### src/rtl/frame_fifo_rd_commit_pkg.sv
// frame_fifo_rd_commit_pkg: pointer arithmetic helpers shared by the transactional-read FIFO.
package frame_fifo_rd_commit_pkg;

    typedef logic [15:0] ptr_w_t;

    function automatic int unsigned depth_of(input int unsigned aw);
        return 32'd1 << aw;
    endfunction

    function automatic ptr_w_t ptr_diff(input ptr_w_t a, input ptr_w_t b, input int unsigned pw);
        return (a - b) & ptr_w_t'((32'd1 << pw) - 32'd1);
    endfunction

endpackage

### src/rtl/frame_fifo_rd_commit_if.sv
// frame_fifo_rd_commit_if: write, speculative-read and commit/rollback signals of the frame FIFO.
// FRAME_FIFO_RD_LEVEL_EN adds the wr_free/rd_avail level outputs.
interface frame_fifo_rd_commit_if #(
    parameter int DATAWIDTH = 8,
    parameter int ADDRWIDTH = 3
);
    logic [DATAWIDTH-1:0] wr_data;
    logic [DATAWIDTH-1:0] rd_data;
    logic                 we;
    logic                 re;
    logic                 commit;
    logic                 rollback;
    logic                 ovf;
    logic                 unf;
    logic                 ne;
    logic                 full;
`ifdef FRAME_FIFO_RD_LEVEL_EN
    logic [ADDRWIDTH:0]   wr_free;
    logic [ADDRWIDTH:0]   rd_avail;
`endif

    modport master (
        output wr_data, we, re, commit, rollback,
`ifdef FRAME_FIFO_RD_LEVEL_EN
        input  wr_free, rd_avail,
`endif
        input  rd_data, ovf, unf, ne, full
    );

    modport slave (
        input  wr_data, we, re, commit, rollback,
`ifdef FRAME_FIFO_RD_LEVEL_EN
        output wr_free, rd_avail,
`endif
        output rd_data, ovf, unf, ne, full
    );
endinterface

### src/rtl/frame_fifo_rd_commit_ram_sdp_reg.sv
// ram_sdp_reg: simple dual-port RAM, one write port and one registered read port.
module ram_sdp_reg #(
    parameter int DATAWIDTH = 8,
    parameter int ADDRWIDTH = 3
) (
    input  logic                 clk,
    input  logic                 reset_l,
    input  logic                 we_i,
    input  logic [ADDRWIDTH-1:0] waddr_i,
    input  logic [DATAWIDTH-1:0] wdata_i,
    input  logic                 re_i,
    input  logic [ADDRWIDTH-1:0] raddr_i,
    output logic [DATAWIDTH-1:0] rdata_o
);
    logic [DATAWIDTH-1:0] mem_q [2**ADDRWIDTH];
    logic [DATAWIDTH-1:0] rdata_q;

    always_ff @(posedge clk) begin
        if (we_i) mem_q[waddr_i] <= wdata_i;
    end

    // Only the output register is reset; the array keeps its contents.
    always_ff @(posedge clk or negedge reset_l) begin
        if (!reset_l) rdata_q <= '0;
        else if (re_i) rdata_q <= mem_q[raddr_i];
    end

    assign rdata_o = rdata_q;
endmodule

### src/rtl/frame_fifo_rd_commit.sv
// frame_fifo_rd_commit: FIFO with speculative pops retired by commit or rewound by rollback.
// Define FRAME_FIFO_RD_LEVEL_EN to add the wr_free/rd_avail level outputs.
module frame_fifo_rd_commit
    import frame_fifo_rd_commit_pkg::*;
#(
    parameter int DATAWIDTH = 8,
    parameter int ADDRWIDTH = 3
) (
    input logic                   clk,
    input logic                   reset_l,
    frame_fifo_rd_commit_if.slave bus
);
    localparam int PW = ADDRWIDTH + 1;
    localparam logic [PW-1:0] DEPTH = PW'(depth_of(ADDRWIDTH));

    logic [PW-1:0] wr_ptr_q, wr_ptr_d;
    logic [PW-1:0] rd_ptr_q, rd_ptr_d;
    logic [PW-1:0] rd_cmt_q, rd_cmt_d;
    logic [PW-1:0] used;
    logic          ovf_q, ovf_d;
    logic          unf_q, unf_d;
    logic          full, ne, push, pop;

    // Space is owned by the committed pointer, so speculative pops never free it.
    always_comb begin
        used     = PW'(ptr_diff(ptr_w_t'(wr_ptr_q), ptr_w_t'(rd_cmt_q), PW));
        full     = used == DEPTH;
        ne       = wr_ptr_q != rd_ptr_q;
        push     = bus.we && !full;
        pop      = bus.re && ne && !bus.rollback;
        wr_ptr_d = wr_ptr_q + PW'(push);
        rd_ptr_d = bus.rollback ? rd_cmt_q : rd_ptr_q + PW'(pop);
        rd_cmt_d = (bus.commit && !bus.rollback) ? rd_ptr_d : rd_cmt_q;
        ovf_d    = bus.we && full;
        unf_d    = bus.re && !ne && !bus.rollback;
    end

    always_ff @(posedge clk or negedge reset_l) begin
        if (!reset_l) begin
            wr_ptr_q <= '0;
            rd_ptr_q <= '0;
            rd_cmt_q <= '0;
            ovf_q    <= 1'b0;
            unf_q    <= 1'b0;
        end else begin
            wr_ptr_q <= wr_ptr_d;
            rd_ptr_q <= rd_ptr_d;
            rd_cmt_q <= rd_cmt_d;
            ovf_q    <= ovf_d;
            unf_q    <= unf_d;
        end
    end

    ram_sdp_reg #(
        .DATAWIDTH(DATAWIDTH),
        .ADDRWIDTH(ADDRWIDTH)
    ) u_ram (
        .clk    (clk),
        .reset_l(reset_l),
        .we_i   (push),
        .waddr_i(wr_ptr_q[ADDRWIDTH-1:0]),
        .wdata_i(bus.wr_data),
        .re_i   (pop),
        .raddr_i(rd_ptr_q[ADDRWIDTH-1:0]),
        .rdata_o(bus.rd_data)
    );

    assign bus.full = full;
    assign bus.ne   = ne;
    assign bus.ovf  = ovf_q;
    assign bus.unf  = unf_q;

`ifdef FRAME_FIFO_RD_LEVEL_EN
    assign bus.wr_free  = DEPTH - used;
    assign bus.rd_avail = PW'(ptr_diff(ptr_w_t'(wr_ptr_q), ptr_w_t'(rd_ptr_q), PW));
`endif
endmodule

### src/flat_wrapper.sv
// flat-port wrapper written by rule: the top's interface ports become plain ports
module frame_fifo_rd_commit_flat import frame_fifo_rd_commit_pkg::*;
#(
    parameter int DATAWIDTH = 8,
    parameter int ADDRWIDTH = 3
)
  (clk, reset_l, bus_wr_data, bus_we, bus_re, bus_commit, bus_rollback, bus_rd_data, bus_ovf, bus_unf, bus_ne, bus_full);
  frame_fifo_rd_commit_if #(.DATAWIDTH(DATAWIDTH), .ADDRWIDTH(ADDRWIDTH)) bus_i ();
  input logic clk;
  input logic reset_l;
  input wire logic [$bits(bus_i.wr_data)-1:0] bus_wr_data;
  input wire logic [$bits(bus_i.we)-1:0] bus_we;
  input wire logic [$bits(bus_i.re)-1:0] bus_re;
  input wire logic [$bits(bus_i.commit)-1:0] bus_commit;
  input wire logic [$bits(bus_i.rollback)-1:0] bus_rollback;
  output wire logic [$bits(bus_i.rd_data)-1:0] bus_rd_data;
  output wire logic [$bits(bus_i.ovf)-1:0] bus_ovf;
  output wire logic [$bits(bus_i.unf)-1:0] bus_unf;
  output wire logic [$bits(bus_i.ne)-1:0] bus_ne;
  output wire logic [$bits(bus_i.full)-1:0] bus_full;
  assign bus_i.wr_data = bus_wr_data;
  assign bus_i.we = bus_we;
  assign bus_i.re = bus_re;
  assign bus_i.commit = bus_commit;
  assign bus_i.rollback = bus_rollback;
  assign bus_rd_data = bus_i.rd_data;
  assign bus_ovf = bus_i.ovf;
  assign bus_unf = bus_i.unf;
  assign bus_ne = bus_i.ne;
  assign bus_full = bus_i.full;
  frame_fifo_rd_commit #(.DATAWIDTH(DATAWIDTH), .ADDRWIDTH(ADDRWIDTH)) u_core (.clk(clk), .reset_l(reset_l), .bus(bus_i));
endmodule
### config.mk
export PLATFORM = sky130hd
export DESIGN_NAME = frame_fifo_rd_commit_flat
export DESIGN_NICKNAME = d
export VERILOG_FILES = /design/src/rtl/frame_fifo_rd_commit_pkg.sv /design/src/rtl/frame_fifo_rd_commit_if.sv /design/src/rtl/frame_fifo_rd_commit_ram_sdp_reg.sv /design/src/rtl/frame_fifo_rd_commit.sv /design/src/flat_wrapper.sv
export SDC_FILE = /design/constraint.sdc
export NUM_CORES = 1
export LEC_CHECK = 0
export CELL_PAD_IN_SITES_DETAIL_PLACEMENT = 1
export CELL_PAD_IN_SITES_GLOBAL_PLACEMENT = 1
export CORE_ASPECT_RATIO = 1.25
export CORE_MARGIN = 4
export CORE_UTILIZATION = 48
export DETAILED_ROUTE_END_ITERATION = 12
export HOLD_SLACK_MARGIN = 0.1
export PLACE_DENSITY_LB_ADDON = 0.1
export SLEW_MARGIN = 25
export SYNTH_ARGS = -nofsm -noshare
export SYNTH_HDL_FRONTEND = slang
export SYNTH_SLANG_ARGS = --single-unit
### constraint.sdc
create_clock -name clk -period 2.7 [get_ports clk]
set_clock_uncertainty 0.1 [all_clocks]
set_input_delay 0.27 -clock clk [delete_from_list [all_inputs] [get_ports clk]]
set_output_delay 0.27 -clock clk [all_outputs]
set_load 0.01 [all_outputs]
==> out/qor.json <==
{
  "status": "finished, final reports clean",
  "timing.critical_path.from": "u_core.wr_ptr_q[1]$_DFF_PN0_",
  "worst_setup_path_end_kind": "output pin",
  "place.detailed.hpwl_um": 5250,
  "worst_case_headroom_to_the_max_slew_limit_pct": 78.8,
  "avgSynthCellArea_um2": 17.5,
  "clock-sinks": 86,
  "die_x_um": 85.3,
  "root_buffer": "sky130_fd_sc_hd__clkbuf_8",
  "p_clk_share_pct": 20.3,
  "overflow": 0,
  "postLayoutCoreUtil_pct": 59.8,
  "critical_path_arrival_ns": 2.19,
  "die_area_um2": 8920,
  "min_period_over_period_pct": 94.7,
  "arithmetic_cell_share_of_the_synthesized_area_counting_full_adders_half_adders_and_majority_gates_pct": 2.44,
  "fmaxAchievable_mhz": 391,
  "cts.hold.buffers_added": 0,
  "placement.io_buffers": 25,
  "cp_data_required_time_ns": 2.33,
  "hold_class": "input pin to asynchronous set/reset pin",
  "routabilityCongestion": 0.749,
  "first_iter_violations": 168,
  "yosys_register_bits": 86,
  "detailedRoute.firstPassIterationCount": 4,
  "crit-reg2reg-launch": "u_core.wr_ptr_q[1]$_DFF_PN0_",
  "timing.final.crit_period_ns": 2.56,
  "syn2layout_area_growth_pct": 18.5,
  "hold-worst-slack_ns": 0.157,
  "register_area_um2": 2470,
  "maxCapViolCount": 0,
  "io_pins": 26,
  "finalMaxSlewViolations": 0,
  "crit_slowest_cell": "sky130_fd_sc_hd__dfrtp_1",
  "cts.htree.levels": 3,
  "numCtsBuffers": 9,
  "grt_pass1_vias": 2260,
  "synthDistinctLibCells": 31,
  "ir_worst_vdd_v": 0.000499,
  "clk_transition_reported_paths_ns": 0.09,
  "combinational_power_share_pct": 39.1,
  "yosysSeqAreaShare_pct": 69.0,
  "fin_tns_setup_ns": 0,
  "post_synth_instance_area_um2": 3580,
  "clk_path_buf_depth": 2,
  "wl_um": 7450,
  "fp-row-count": 34,
  "drc": 0,
  "dominant_combinational_cell_family_by_area_after_synthesis": "multiplexers",
  "grt_antenna_before_repair": 0,
  "critPathLaunchType": "flop",
  "path_class": "flop to output pin",
  "grt_max_degree": 23,
  "post-route-cell-area_um2": 4250,
  "total_leakage_power_nw": 1.60,
  "worst_pin_slew_ns": 0.309,
  "vias_per_cell": 5.72,
  "proportion_of_total_power_due_to_net_switching_pct": 34.8,
  "postPlaceCellArea_um2": 4030,
  "remaining_number_of_nets_flagged_by_the_antenna_check_after_routing": 0,
  "crit_fanout": 10,
  "hold_violations": 0,
  "setup_viol": 0,
  "synth-xor-area-share_pct": 2.65,
  "dieHeight_um": 105,
  "post_synth_and_or_nand_nor_area_fraction_pct": 4.82,
  "synth_compound_area_share_pct": 4.08,
  "seqPwrFrac_pct": 40.6,
  "wl_per_cell_um": 21.5,
  "first_pass_grt_wire_length_um": 12100,
  "unrepaired_setup_endpoints_after_global_routing": "no",
  "netSwitchingPower_w": 0.00163,
  "post_route_cells_drive_above_1_share_pct": 24.9,
  "tritoncts_clock_tree": "done",
  "grt_use_total_pct": 18.3,
  "mappedNetlistNets": 226,
  "via_count": 1986,
  "area_of_the_multi_input_gates_um2": 1010,
  "initial_core_util_pct": 50.5,
  "power_per_cell_area_nw_per_um2": 1100,
  "filler_cell_count": 654,
  "fp.coreArea_um2": 7100,
  "internal_power_w": 0.00305,
  "synth_warnings": 0,
  "clock_insertion_delay_worst_skew_ns": 0.36,
  "cell_breakdown_of_the_critical_path": "buf_4, ha_1, nor2b_1, o21ai_1, a21o_1, and3_1, dlygate4sd2_1",
  "timing.critical_path.slowest_cell_delay_ns": 0.43,
  "antenna_cells": 0,
  "synth.area.mux_share_pct": 14.2,
  "final_nets": 273,
  "synthCells": 205
}
==> flip-flops by register name (all words and copies together) (netlist names) <==
| signal | cells |
|---|---|
| u_core.u_ram.mem_q | 64 |
| u_core.u_ram.rdata_o | 8 |
| u_core.rd_cmt_q | 4 |
| u_core.rd_ptr_q | 4 |
| u_core.wr_ptr_q | 4 |
| u_core.bus.ovf | 1 |
| u_core.bus.unf | 1 |
==> layout make-up <==
| cell class | count | share of cell area [%] |
|---|---|---|
| Sequential cell | 86 | 58.2 |
| Inverter | 6 | 0.530 |
| Clock buffer | 9 | 2.92 |
| Clock inverter | 7 | 2.03 |
| Multi-Input combinational cell | 101 | 23.8 |
| Tap cell | 90 | 2.65 |
| Timing Repair Buffer | 48 | 9.92 |
==> power by group through the flow <==
stage | registers, W | logic, W | clock network, W
after floorplan | 0.00190 | 0.00120 | 0
after global placement | 0.00191 | 0.00176 | 0
after detailed placement | 0.00193 | 0.00185 | 0
after CTS | 0.00190 | 0.00187 | 0.000973
after global routing | 0.00193 | 0.00201 | 0.00104
final | 0.00190 | 0.00183 | 0.000951
==> worst max-delay path: cells and delay by family (launching register included) <==
kind / cells / cell delay, ns
AOI/OAI and AO/OA: 2 / 0.30
adders and majority gates: 1 / 0.31
and+or+nand+nor: 2 / 0.30
DFF: 1 / 0.43
buffers and inverters: 2 / 0.48
==> stage by stage <==
stage / setup WS [ns] / total power (W) / cells
finish: 0.144 / 0.00468 / 347
global route: 0.0549 / 0.00498 / 347
CTS: 0.0813 / 0.00474 / 346
detailed placement: 0.0939 / 0.00378 / 330
global placement: 0.263 / 0.00366 / 330
floorplan: 0.377 / 0.00310 / 205
==> layer usage <==
| metal | global-route usage, % | wire (um) | part of all wire, % | vias to the layer above |
|---|---|---|---|---|
| met1 | 21.3 | 2840 | 38 | 1039 |
| met4 | 6.90 | 143 | 1.9 | 0 |
| li1 | - | - | - | 885 |
| met2 | 32.3 | 4130 | 55 | 51 |
| met3 | 4.57 | 328 | 4.4 | 11 |
| met5 | 0 | 0 | 0 | - |
==> Yosys cell counts (all sizes together) <==
cell | number | area (um^2)
edfxtp | 64 | 1920
dfrtp | 22 | 551
mux4 | 16 | 360
a31oi | 9 | 56.3
buf | 9 | 68.8
nand2 | 9 | 33.8
o21ai | 9 | 45.0
mux2i | 8 | 80.1
ha | 7 | 87.6
xor2 | 7 | 68.8
inv | 6 | 22.5
mux2 | 6 | 67.6
nand3 | 5 | 25.0
nor2 | 4 | 15.0
clkbuf | 3 | 11.3
nor2b | 3 | 18.8
xnor2 | 3 | 26.3
a21oi | 2 | 10.0
and3 | 2 | 12.5
nand2b | 2 | 12.5
nand3b | 2 | 15.0
nand4b | 2 | 17.5
a21o | 1 | 7.51
and4 | 1 | 8.76
nand4 | 1 | 6.26
o41ai | 1 | 27.5
or4 | 1 | 7.51
==> path summary, 6_finish.rpt <==
| check | to | slack (ns) | cells past startpoint |
|---|---|---|---|
| max in group asynchronous | u_core.u_ram.rdata_o[5]$_DFFE_PN0P_ | 2.12 | 2 |
| min in group clk | u_core.u_ram.rdata_o[2]$_DFFE_PN0P_ | 0.40 | 2 |
| max | bus_full | 0.14 | 7 |
| min reg2reg | u_core.u_ram.rdata_o[2]$_DFFE_PN0P_ | 0.40 | 2 |
| max reg2reg | u_core.wr_ptr_q[2]$_DFF_PN0_ | 0.25 | 10 |
| min | u_core.rd_cmt_q[3]$_DFFE_PN0P_ | 0.16 | 2 |
==> cells by family (layout without fill, tap and decap cells) <==
| logic type | Yosys count | in the layout |
|---|---|---|
| fa+ha+maj | 7 | 7 |
| simple gates | 32 | 32 |
| compound gates | 22 | 22 |
| mux | 30 | 30 |
| buf+inv | 18 | 70 |
| flops | 86 | 86 |
| xor+xnor | 10 | 10 |
==> what timing repair did <==
action	CTS	global route
resized for setup	2	0
endpoints found under the setup margin	1	4
setup buffers	0	1
pin swaps	0	1
==> layout by cell type (no fill, tap or decap), drive strengths merged, types with 9 or more instances in the layout <==
master         count
mux4              16
inv               11
edfxtp            64
clkbuf             9
dfrtp             22
nand2              9
clkdlybuf4s50     24
a31oi              9
o21ai              9
buf               23
Power figures use the tool's default switching activity.
